--- config.mk ---
export PLATFORM = sky130hd
export DESIGN_NAME = trig_table_arbiter
export DESIGN_NICKNAME = d
export VERILOG_FILES = /design/src/rtl/trig_table_arbiter.sv
export SDC_FILE = /design/constraint.sdc
export NUM_CORES = 1
export LEC_CHECK = 0
export CAP_MARGIN = 20
export CORE_ASPECT_RATIO = 1.1
export CORE_UTILIZATION = 25
export CTS_BUF_LIST = sky130_fd_sc_hd__clkbuf_4 sky130_fd_sc_hd__clkbuf_8
export CTS_CLUSTER_DIAMETER = 100
export CTS_CLUSTER_SIZE = 8
export DETAILED_ROUTE_END_ITERATION = 16
export MAX_ROUTING_LAYER = met4
export PLACE_DENSITY = 0.55
export SYNTH_ARGS = -nofsm -noshare
export SYNTH_HDL_FRONTEND = slang
export SYNTH_SLANG_ARGS = --single-unit
--- constraint.sdc ---
create_clock -name CLK -period 10.5 [get_ports CLK]
set_clock_uncertainty 0.1 [all_clocks]
set_input_delay 1.05 -clock CLK [delete_from_list [all_inputs] [get_ports CLK]]
set_output_delay 1.05 -clock CLK [all_outputs]
set_load 0.02 [all_outputs]
--- src/rtl/trig_table_arbiter.sv ---
// Arbiter and 3-stage lookup pipeline for the shared quarter-wave trig table.
// Host loads win outright; CTR and RAY lookups share the read port round-robin.
module trig_table_arbiter #(
    parameter int FULL_TURN = 2400,
    parameter int QUARTER   = 600
) (
    input  logic        CLK,
    input  logic        RESET,
    input  logic        load_req,
    input  logic [9:0]  load_addr,
    input  logic [31:0] load_data,
    output logic        load_ack,
    input  logic        ctr_req,
    input  logic [15:0] ctr_angle,
    output logic        ctr_ack,
    output logic        ctr_valid,
    output logic [31:0] ctr_data,
    input  logic        ray_req,
    input  logic [15:0] ray_angle,
    output logic        ray_ack,
    output logic        ray_valid,
    output logic [31:0] ray_data,
    output logic [9:0]  tbl_addr,
    output logic        tbl_wren,
    output logic [31:0] tbl_wdata,
    input  logic [31:0] tbl_q,
    output logic        busy,
    output logic        err_range
);

    localparam logic signed [17:0] FT_S  = 18'(FULL_TURN);
    localparam logic signed [17:0] FT2_S = 18'(2 * FULL_TURN);
    localparam logic signed [17:0] NFT_S = 18'(-FULL_TURN);
    localparam logic [11:0] FT_N = 12'(FULL_TURN);
    localparam logic [11:0] Q1   = 12'(QUARTER);
    localparam logic [11:0] Q2   = 12'(2 * QUARTER);
    localparam logic [11:0] Q3   = 12'(3 * QUARTER);
    localparam logic [9:0]  A_Q2 = 10'(2 * QUARTER);
    localparam logic [9:0]  A_Q4 = 10'(4 * QUARTER);
    localparam logic [9:0]  LAST = 10'(QUARTER);

    logic               last_ray;
    logic               lk_go;
    logic signed [15:0] a;
    logic signed [17:0] a_x;
    logic               a_hi;
    logic               a_bad;
    logic [11:0]        n;
    logic               q0, q1, q2, q3;
    logic [9:0]         f_addr;
    logic               f_ns, f_nc;
    logic               s1_v, s1_tag, s1_ns, s1_nc;
    logic               s2_v, s2_tag, s2_ns, s2_nc;
    logic [15:0]        sin_r, cos_r;

    assign load_ack = load_req;
    assign ctr_ack  = !load_req && ctr_req && (!ray_req || last_ray);
    assign ray_ack  = !load_req && ray_req && (!ctr_req || !last_ray);
    assign lk_go    = ctr_ack | ray_ack;

    assign a     = ctr_ack ? ctr_angle : ray_angle;
    assign a_x   = {{2{a[15]}}, a};
    assign a_hi  = a_x >= FT_S;
    assign a_bad = (a_x < NFT_S) || (a_x >= FT2_S);

    // Legal results lie in 0..FULL_TURN-1, so 12-bit modular math suffices
    always_comb begin
        n = a[11:0];
        if (a[15])
            n = a[11:0] + FT_N;
        else if (a_hi)
            n = a[11:0] - FT_N;
    end

    assign q0 = n <= Q1;
    assign q1 = (n > Q1) && (n <= Q2);
    assign q2 = (n > Q2) && (n <= Q3);
    assign q3 = n > Q3;

    always_comb begin
        f_addr = '0;
        f_ns   = 1'b0;
        f_nc   = 1'b0;
        unique case (1'b1)
            q0: f_addr = n[9:0];
            q1: begin
                f_addr = A_Q2 - n[9:0];
                f_nc   = 1'b1;
            end
            q2: begin
                f_addr = n[9:0] - A_Q2;
                f_ns   = 1'b1;
                f_nc   = 1'b1;
            end
            q3: begin
                f_addr = A_Q4 - n[9:0];
                f_ns   = 1'b1;
            end
        endcase
        if (a_bad) begin
            f_addr = '0;
            f_ns   = 1'b0;
            f_nc   = 1'b0;
        end
    end

    assign sin_r = s2_ns ? ~tbl_q[31:16] + 16'd1 : tbl_q[31:16];
    assign cos_r = s2_nc ? ~tbl_q[15:0] + 16'd1 : tbl_q[15:0];
    assign busy  = s1_v | s2_v;

    always_ff @(posedge CLK or negedge RESET) begin
        if (!RESET) begin
            last_ray  <= 1'b1;
            tbl_addr  <= '0;
            tbl_wren  <= 1'b0;
            tbl_wdata <= '0;
            err_range <= 1'b0;
            s1_v      <= 1'b0;
            s1_tag    <= 1'b0;
            s1_ns     <= 1'b0;
            s1_nc     <= 1'b0;
            s2_v      <= 1'b0;
            s2_tag    <= 1'b0;
            s2_ns     <= 1'b0;
            s2_nc     <= 1'b0;
            ctr_valid <= 1'b0;
            ray_valid <= 1'b0;
            ctr_data  <= '0;
            ray_data  <= '0;
        end else begin
            tbl_wren <= 1'b0;
            if (load_ack) begin
                tbl_addr  <= load_addr;
                tbl_wdata <= load_data;
                tbl_wren  <= load_addr <= LAST;
                if (load_addr > LAST)
                    err_range <= 1'b1;
            end else if (lk_go) begin
                tbl_addr <= f_addr;
                if (a_bad)
                    err_range <= 1'b1;
            end
            if (ctr_ack)
                last_ray <= 1'b0;
            else if (ray_ack)
                last_ray <= 1'b1;
            s1_v      <= lk_go;
            s1_tag    <= ray_ack;
            s1_ns     <= f_ns;
            s1_nc     <= f_nc;
            s2_v      <= s1_v;
            s2_tag    <= s1_tag;
            s2_ns     <= s1_ns;
            s2_nc     <= s1_nc;
            ctr_valid <= s2_v && !s2_tag;
            ray_valid <= s2_v && s2_tag;
            if (s2_v && !s2_tag)
                ctr_data <= {sin_r, cos_r};
            if (s2_v && s2_tag)
                ray_data <= {sin_r, cos_r};
        end
    end

endmodule
* After elaboration in Yosys (flattened, before gate mapping)
Cells that the tools add are included.
** Cells by class
- Equal/unequal tests :: 1
- Bitwise logic cells :: 4
- Reduce and logical (&&, ||, !) cells :: 22
- Multiplexer cells :: 20
- Add/sub/neg operators :: 7
- Magnitude comparators :: 11
** Operator list (count)
- $mux 16 :: 3
- $pmux 10 s4 :: 1
- $add 16x1->16 const B :: 2
- $not 16->16 :: 2
- $mux 10 :: 3
- $gt 12x11->1 const B :: 2
- $le 12x11->1 const B :: 2
- $mux 12 :: 2
- $ge 16x13->1 const B :: 1
- $ge 16x14->1 const B :: 1
- $lt 16x13->1 const B :: 1
- $add 12x12->12 const B :: 1
- $gt 12x10->1 const B :: 1
- $le 12x10->1 const B :: 1
- $sub 12x12->12 const B :: 1
- $mux 1 :: 11
- $gt 10x10->1 const B :: 1
- $le 10x10->1 const B :: 1
- $sub 10x8->10 const B :: 1
- $sub 8x10->10 const A :: 1
- $sub 9x10->10 const A :: 1
- $logic_and 1x1->1 :: 8
- $reduce_bool 2->1 :: 3
- $logic_not 1->1 :: 5
- 5 further kinds :: 9
** Word-level totals
- Logic and storage cells :: 82
- Input bits :: 111
- Register bits after elaboration :: 119

* Longest topological paths before layout
Gate-level depths: netlist of the first run.
- Word-level depth :: 13
- Gate-level depth with buffers :: 21

* Worst setup path after synthesis of the first run
No wires, ideal clock.
- Path kind :: in2reg
- Start point :: in load_req
- End point :: reg tbl_addr[8]
- Library setup time :: 124 ps
- Path slack :: 5160 ps
- Stages :: 19
- Arrival time :: 5116 ps
- Data required time :: 10276 ps
- Path through :: and2b_4 > nand2_2 > inv_2 > mux2_2 > ha_1 > nor4_2 > a221oi_1 > or3_1 > o221ai_2 > o311a_1 > a21oi_1 > ha_1 > a41oi_1 > o21ai_0 > a21o_1 > a21oi_1 > xor2_1 > o31ai_1 > a211o_1
** On the way
- Cells in the longest elaborated chain, start to end :: 13
- Elaborated cells on any way between the ends :: 31
- Those cells by class :: add/sub (5); order compare (9); mux (7); bitwise (1); reduce/logical (9)
** RTL lines
- start: declaration :: line 9 : input logic load_req,
- $logic_not 1->1 (*) :: line 57 : assign ctr_ack = !load_req && ctr_req && (!ray_req || last_ray);
- $logic_and 1x1->1 (*) (2 in a row) :: line 57
- net ctr_ack :: line 15 : output logic ctr_ack,
- $mux 16 :: line 61 : assign a = ctr_ack ? ctr_angle : ray_angle;
- $ge 16x13->1 / $sub 12x12->12 (equally long branches) :: line 63, 72
- $mux 12 :: line 71 : else if (a_hi)
- $mux 12 :: line 69 : if (a[15])
- $gt 12x11->1, or another cell as far along :: line 77 : assign q2 = (n > Q2) && (n <= Q3);
- $logic_and 1x1->1 (on tied branches) :: line 77, 76
- $pmux 10 s4 :: line 84 : unique case (1'b1)
- $mux 10 :: line 100 : if (a_bad) begin
- $mux 10 :: line 138 : end else if (lk_go) begin
- $mux 10 :: line 132 : if (load_ack) begin
- end signal: assignment :: line 133 : tbl_addr <= load_addr;
- end signal: assignment :: line 139 : tbl_addr <= f_addr;
- end: declaration :: line 23 : output logic [9:0] tbl_addr,
Mark *: on every way through the listed nets, which the timed path passes. The rest lies on a longest branch. The select of a mux whose other input is x is not followed.
A chain may end at the register's enable or synchronous reset.

* Worst setup path after layout of the first run
- Start point :: in load_req
- End point :: reg tbl_addr[8]
** On the way
- Cells in the longest elaborated chain, start to end :: 13
- Elaborated cells on any way between the ends :: 31
- Those cells by class :: add/sub (5); order compare (9); mux (7); bitwise (1); reduce/logical (9)
** RTL lines (line)
- $logic_not 1->1 :: 57, 58
- $logic_and 1x1->1 (2 in a row) :: 57
- $mux 16 :: 61
- $ge 16x13->1 / $sub 12x12->12 (equally long branches) :: 63, 72
- $mux 12 :: 71
- $mux 12 :: 69
- $gt 12x11->1, or another cell as far along :: 77
- $logic_and 1x1->1 (on tied branches) :: 77, 76
- $pmux 10 s4 :: 84
- $mux 10 :: 100
- $mux 10 :: 138
- $mux 10 :: 132
Parallel ways exist; a longest one is shown, timed or not. The select of a mux whose other input is x is not followed.

==> out/qor.log, run 1 <==
qor: floorplanning.die_y 171.8 um
qor: logic_synthesis.net_count_synth 802
qor: cells_and_area.fin_nets 1016
qor: detailed_routing.detail_route.drc_violations 0
qor: logic_synthesis.count_of_flip_flops_with_a_built_in_enable_after_synthesis 0
qor: floorplanning.boundaryPins 225
qor: setup_path.worst_r2r_path_depth 21
qor: timing.fin_setup_tns 0 ps
qor: logic_synthesis.synth.top_cells.by_area dfrtp_1, o21ai_0, nand2_1, mux2_2, xor2_1
qor: floorplanning.chipWidth 156.4 um
qor: setup_path.ff2ff_setup_slack 4770 ps
qor: setup_path.r2r_path_start last_ray
qor: grt.grt_first_pass_wirelength 31350 um
qor: placement.dpl.hpwl 15590 um
qor: grt.grt_pass1_vias 5811
qor: pwr.ir_worst_vdd 0.00008953 V
qor: timing.setup_violations 0
qor: grt.grt_antenna_before_repair 0
qor: clock_network.cts.path.max_buffers 2
qor: detailed_routing.detailed_route_wl 20360 um
qor: logic_synthesis.synthesis.area 0.006554 mm^2
qor: logic_synthesis.ys_warn_count 0
qor: setup_path.startpoint_type input port
qor: setup_path.critPathMaxFanout 59
qor: setup_path.critical_path.most_common_cell a21oi_1
qor: clock_network.cts_htree_levels 4
qor: pwr.power_per_cell_area 169.2 mW/mm^2
qor: clock_network.clkSlewWorstSetupHoldPaths 90 ps
qor: placement.port_buffers 224
qor: clock_network.cts-hold-fix-buffers 0
qor: logic_synthesis.post_synth_num_cell_types 76
qor: detailed_routing.drt_iter0_drc 258
qor: floorplanning.initial_utilization 25.71%
qor: cells_and_area.drive_above_1_share 11.49%
qor: clock_network.tritoncts_num_sinks 119
qor: worst_hold_path.hold_path.startpoint s1_tag
qor: logic_synthesis.postSynthRegisterBits 119
qor: placement.placedCellCount 1219
qor: setup_path.required_worst_endpoint 10720 ps
qor: setup_path.critical_path.reg2reg.endpoint tbl_addr[8]
qor: placement.gp_routability_congestion 0.8754
qor: run.drv_cap 0
qor: setup_path.path_delay_family compound AO/OA/AOI/OAI gates
qor: clock_network.cts_made_buffers 17
qor: timing.relSlewSlack 33.45%
qor: logic_synthesis.syn_avg_cell_area 9.666 um^2
qor: setup_path.critical_path.n_buffers_inverters 4
qor: worst_hold_path.timing.hold.worst.class flip-flop to flip-flop
qor: setup_path.crit_path_max_incr_delay 510 ps
qor: timing.fmax 0.1553 GHz
qor: clock_network.root_buffer_selected_by_cts clkbuf_8
qor: clock_network.tritoncts yes
qor: cells_and_area.layout.filler_cells 2614
qor: cells_and_area.insertedDiodeCount 0
qor: detailed_routing.vias_per_cell 4.692
qor: setup_path.worstPathCellList buf_2 -> buf_4 -> and2b_4 -> nand2_2 -> inv_2 -> mux2_2 -> inv_1 -> ha_1 -> nand2b_1 -> a21oi_1 -> nor4_1 -> o21ai_0 -> o221ai_2 -> o311a_1 -> a21oi_1 -> ha_1 -> a41oi_1 -> o21ai_0 -> a21o_1 -> a21oi_1 -> xor2_1 -> o31ai_1 -> a211o_1
qor: pwr.p_leak 3.965 nW
qor: detailed_routing.vias 5870
qor: timing.slew_at_the_pin_closest_to_its_max_slew_limit 996.4 ps
qor: logic_synthesis.netlist.top_cell.by_area dfrtp_1
qor: grt.global_route.usage.total 15.57%
qor: logic_synthesis.synthCells 678
qor: worst_hold_path.worstHoldPathCells 0
qor: timing.timing.final.max_slew_violations 0
qor: setup_path.cp_slowest_cell buf_4
qor: floorplanning.num_rows 61
qor: timing.period_minus_slack 6438 ps
qor: worst_hold_path.min_to s2_tag
qor: setup_path.worstSetupEndpointType flip-flop
qor: detailed_routing.post_drt_wl_per_cell 16.28 um
qor: grt.grt_start_max_net_pins 66
qor: detailed_routing.ant_nets 0
qor: placement.place_area 0.009107 mm^2
qor: logic_synthesis.ys_dominant_reg_cell dfrtp_1
qor: clock_network.cts_post_setup_buffers_inserted 0
qor: cells_and_area.flow.area_growth_from_synthesis 45.51%
qor: logic_synthesis.synth-async-reset-ratio 100.0%
qor: logic_synthesis.synth_common_cells dfrtp_1, nand2_1, o21ai_0
qor: logic_synthesis.yosysMostFrequentCell dfrtp_1
qor: timing.grt_setup_unrepaired no
qor: cells_and_area.postLayoutCellArea 0.009537 mm^2
qor: timing.period_share 61.31%
qor: clock_network.cts-resized-gates 0
qor: setup_path.critical_path_class input port to flip-flop
qor: floorplanning.core_area 0.02549 mm^2
qor: grt.grt_overflow 0
qor: logic_synthesis.synth_sequential_area_ratio 45.46%
qor: setup_path.worst_path_arrival 6660 ps
qor: floorplanning.die_area 0.02687 mm^2
qor: detailed_routing.detail_route.first_pass.iterations 4
qor: run_status.run_status completed
qor: clock_network.worst_skew_pair.late_latency 420 ps
qor: cells_and_area.finish.cell_count_without_fillers 1251
qor: logic_synthesis.yosys.area.top_type_share 45.06%
qor: timing.final_hold_violations 0
## state kept, by name, summed over array words and instances, names as in the netlist, 10 cells and up
name / cells
ray_data: 32
ctr_data: 32
tbl_wdata: 32
tbl_addr: 10
## stage by stage
step	power (mW)	setup slack [ps]	util, %	hold WS (ps)
global route	1.707	3605	37.41	267.5
global placement	1.170	3775	35.73	231.7
finish	1.613	4062	37.41	260.7
floorplan	0.8939	5160	-	231.2
detailed placement	1.175	3631	35.73	241.0
CTS	1.639	4111	37.41	265.0
## worst max path at each step
stage                   from           to  slack [ps]  cells past startpoint
global placement    load_req  tbl_addr[8]        3780                     21
finish              load_req  tbl_addr[8]        4060                     23
CTS                 load_req  tbl_addr[8]        4110                     23
floorplan           load_req  tbl_addr[8]        5160                     19
global route        load_req  tbl_addr[8]        3600                     23
detailed placement  load_req  tbl_addr[8]        3630                     23
## placed cells by master (no fill, tap or decap), types with 5 or more instances in the layout
cell	Yosys	final
clkinv_4	0	6
o31ai_1	9	9
clkdlybuf4s50_1	0	222
clkbuf_8	0	17
buf_4	3	5
nand2_1	109	108
xnor2_1	17	17
ha_1	13	13
dfrtp_1	118	118
a211oi_1	10	10
nor3_1	12	12
inv_1	19	19
mux2_2	35	35
nand4_1	5	5
nor2_1	24	24
nor4_1	6	6
nand3_1	8	8
or3_1	6	6
xor2_1	20	20
a21oi_1	23	23
o21ai_0	91	91
o41ai_1	6	6
mux2i_1	13	13
nand2b_1	6	5
## cell families (layout without fill, tap and decap cells)
logic type | Yosys count | after routing | share of synthesized area (%)
XOR/XNOR | 37 | 37 | 4.945
multiplexers | 51 | 51 | 8.648
adder cells (fa/ha/maj) | 13 | 13 | 2.482
buffers and inverters | 55 | 282 | 3.532
flip-flops | 119 | 119 | 45.46
AND/OR/NAND/NOR | 205 | 205 | 15.01
AO/OA/AOI/OAI | 198 | 198 | 19.93
## where the power goes
part           switching [mW]  internal [mW]
logic                   0.311          0.269
registers              0.0433          0.537
clock network           0.211          0.241
## final cells by class
| type | instances | area [um^2] | share of cell area (%) |
|---|---|---|---|
| Multi-Input combinational cell | 504 | 3348 | 35.11 |
| Sequential cell | 119 | 2979 | 31.24 |
| Timing Repair Buffer | 228 | 2265 | 23.75 |
| Tap cell | 346 | 432.9 | 4.539 |
| Clock buffer | 17 | 234.0 | 2.453 |
| Clock inverter | 15 | 195.2 | 2.047 |
| Inverter | 22 | 82.58 | 0.8659 |
## per-layer routing
metal  global-route usage [%]  vias to the layer above  share of wire, %
met1                    18.53                     2797                43
met3                    2.998                       20               5.1
met4                    4.518                        0               1.3
met5                        -                        -                 0
met2                    26.63                      183                51
li1                         -                     2870                 -
Power figures use the tool's default switching activity.
==> run 2, diff against run 1 <==
==> constraint.sdc (replaced) <==
create_clock -name CLK -period 6.3 [get_ports CLK]
set_clock_uncertainty 0.1 [all_clocks]
set_input_delay 0.63 -clock CLK [delete_from_list [all_inputs] [get_ports CLK]]
set_output_delay 0.63 -clock CLK [all_outputs]
set_load 0.02 [all_outputs]
==> out/qor.log, run 2 (synthesized netlist as in run 1, its figures left out) <==
qor: detailed_routing.drt_iter0_drc 312 [+21%]
qor: floorplanning.boundaryPins 225 [unchanged]
qor: detailed_routing.vias_per_cell 4.695 [about the same]
qor: floorplanning.die_y 171.8 um [unchanged]
qor: floorplanning.num_rows 61 [unchanged]
qor: timing.slew_at_the_pin_closest_to_its_max_slew_limit 815.1 ps [-181.3 ps]
qor: setup_path.required_worst_endpoint 6530 ps [-4190 ps]
qor: floorplanning.core_area 0.02549 mm^2 [unchanged]
qor: placement.place_area 0.009138 mm^2 [+0.33%]
qor: clock_network.clkSlewWorstSetupHoldPaths 90 ps [about the same]
qor: placement.gp_routability_congestion 0.9102 [+4.0%]
qor: clock_network.worst_skew_pair.late_latency 420 ps [about the same]
qor: clock_network.tritoncts yes
qor: timing.relSlewSlack 45.66% [+12 points]
qor: timing.final_hold_violations 0 [unchanged]
qor: cells_and_area.drive_above_1_share 11.88% [+0.39 points]
qor: detailed_routing.detail_route.first_pass.iterations 5 [+1]
qor: grt.grt_overflow 0 [unchanged]
qor: timing.fin_setup_tns 0 ps [unchanged]
qor: pwr.ir_worst_vdd 0.0001222 V [+37%]
qor: setup_path.worstSetupEndpointType flip-flop
qor: setup_path.worstPathCellList clkdlybuf4s50_1 -> and2b_4 -> nand2_2 -> inv_2 -> mux2_2 -> inv_1 -> ha_1 -> nand2b_1 -> a21oi_1 -> nor4_1 -> o21ai_0 -> o221ai_2 -> o311a_1 -> a21oi_1 -> ha_1 -> a41oi_1 -> o21ai_0 -> a21o_1 -> a21oi_1 -> xor2_1 -> o31ai_1 -> a211o_1
qor: floorplanning.chipWidth 156.4 um [unchanged]
qor: clock_network.root_buffer_selected_by_cts clkbuf_8
qor: pwr.power_per_cell_area 277.8 mW/mm^2 [+64%]
qor: detailed_routing.post_drt_wl_per_cell 16.18 um [-0.58%]
qor: grt.grt_antenna_before_repair 0 [unchanged]
qor: grt.grt_first_pass_wirelength 31900 um [+1.7%]
qor: setup_path.instance_count_on_the_critical_path 22 [-4.3%]
qor: cells_and_area.insertedDiodeCount 0 [unchanged]
qor: cells_and_area.most_common_cell_after_layout_fill_and_taps_aside clkdlybuf4s50_1
qor: setup_path.critPathMaxFanout 13 [-78%]
qor: worst_hold_path.timing.hold.worst.class input port to asynchronous set/reset pin
qor: floorplanning.initial_utilization 25.71% [unchanged]
qor: placement.port_buffers 224 [unchanged]
qor: clock_network.cts_made_buffers 17 [unchanged]
qor: cells_and_area.mostFrequentLayoutCells clkdlybuf4s50_1, dfrtp_1, nand2_1
qor: timing.grt_setup_unrepaired no
qor: cells_and_area.postLayoutCellArea 0.009542 mm^2 [about the same]
qor: setup_path.cp_slowest_cell clkdlybuf4s50_1
qor: cells_and_area.layout.filler_cells 2611 [-0.11%]
qor: timing.setup_violations 0 [unchanged]
qor: setup_path.startpoint_type input port
qor: timing.period_share 86.20%
qor: cells_and_area.largest_registers ctr_data x32, ray_data x32, tbl_wdata x32
qor: setup_path.critical_path_class input port to flip-flop
qor: grt.global_route.usage.total 15.72% [+0.15 points]
qor: clock_network.cts-hold-fix-buffers 0 [unchanged]
qor: floorplanning.die_area 0.02687 mm^2 [unchanged]
qor: timing.fmax 0.1841 GHz
qor: detailed_routing.detailed_route_wl 20310 um [-0.27%]
qor: placement.dpl.hpwl 15490 um [-0.69%]
qor: clock_network.cts-resized-gates 0 [unchanged]
qor: clock_network.cts.path.max_buffers 2 [unchanged]
qor: setup_path.path_delay_family compound AO/OA/AOI/OAI gates
qor: run_status.run_status completed
qor: setup_path.r2r_path_start last_ray
qor: run.drv_cap 0 [unchanged]
qor: grt.grt_pass1_vias 5740 [-1.2%]
qor: clock_network.tritoncts_num_sinks 119 [unchanged]
qor: timing.period_minus_slack 5430 ps
qor: setup_path.worst_r2r_path_depth 21 [unchanged]
qor: timing.timing.final.max_slew_violations 0 [unchanged]
qor: setup_path.critical_path.n_buffers_inverters 3 [-1]
qor: detailed_routing.vias 5892 [+0.37%]
qor: setup_path.worst_path_arrival 5660 ps [-1000 ps]
qor: cells_and_area.fin_nets 1020 [+0.39%]
qor: detailed_routing.ant_nets 0 [unchanged]
qor: grt.grt_start_max_net_pins 66 [unchanged]
qor: clock_network.cts_htree_levels 4 [unchanged]
qor: setup_path.crit_path_max_incr_delay 530 ps [+20 ps]
qor: setup_path.critical_path.most_common_cell a21oi_1
qor: pwr.p_leak 3.963 nW [about the same]
qor: setup_path.worst_setup_path_startpoint ctr_req
qor: clock_network.cts_post_setup_buffers_inserted 0 [unchanged]
qor: detailed_routing.detail_route.drc_violations 0 [unchanged]
qor: cells_and_area.flow.area_growth_from_synthesis 45.59% [about the same]
==> run 2: cell types whose count changed in the layout (fill, tap and decap cells not counted), sizes merged <==
| cell | before | now |
|---|---|---|
| inv | 26 | 27 |
| clkinvlp | 1 | 4 |
| buf | 6 | 10 |
| clkinv | 7 | 4 |
| bufinv | 3 | 2 |
==> run 2: per-stage QoR <==
step	worst slack [ps]	cells	util (%)	total power, mW	hold WS, ps
3_5_place_dp	486.2	1223	35.84	1.961	238.7
6_report	869.5	1255	37.43	2.650	192.4
4_1_cts	951.1	1255	37.43	2.693	193.1
5_1_grt	486.9	1255	37.43	2.815	232.1
3_3_place_gp	561.4	1223	35.84	1.955	234.1
2_1_floorplan	1380	678	-	1.490	231.2
==> run 2: final cells by class <==
cell class	count	area, um^2	area share, %
multi-input combinational	504	3348	35.09
sequential	119	2979	31.22
timing repair buffer	232	2295	24.05
tap	346	432.9	4.537
clock buffer	17	234.0	2.452
clock inverter	15	170.2	1.783
inverter	22	82.58	0.8655
==> run 2: routing by layer <==
metal / vias to the layer above / global-route usage [%] / wire, um
li1: 2881 / - / -
met1: 2794 / 19.10 / 8752
met2: 198 / 26.16 / 10170
met3: 19 / 3.527 / 1174
met4: 0 / 4.263 / 215
met5: - / - / 0
==> run 2: power breakdown <==
group          total (mW)  switching, mW  internal [mW]
Sequential          0.966         0.0704          0.896
Clock               0.713          0.352          0.361
Combinational       0.971          0.520          0.452
Total                2.65          0.942           1.71
==> run 2: worst paths after layout <==
| kind | end | slack, ps |
|---|---|---|
| worst max-delay path | tbl_addr[8] | 870 |
| worst min-delay path | ray_data[14] | 190 |
| worst max register to register | tbl_addr[8] | 1080 |
| worst min register to register | s2_tag | 250 |
| max in group asynchronous | s2_ns | 4600 |
| min in group CLK | s2_tag | 250 |
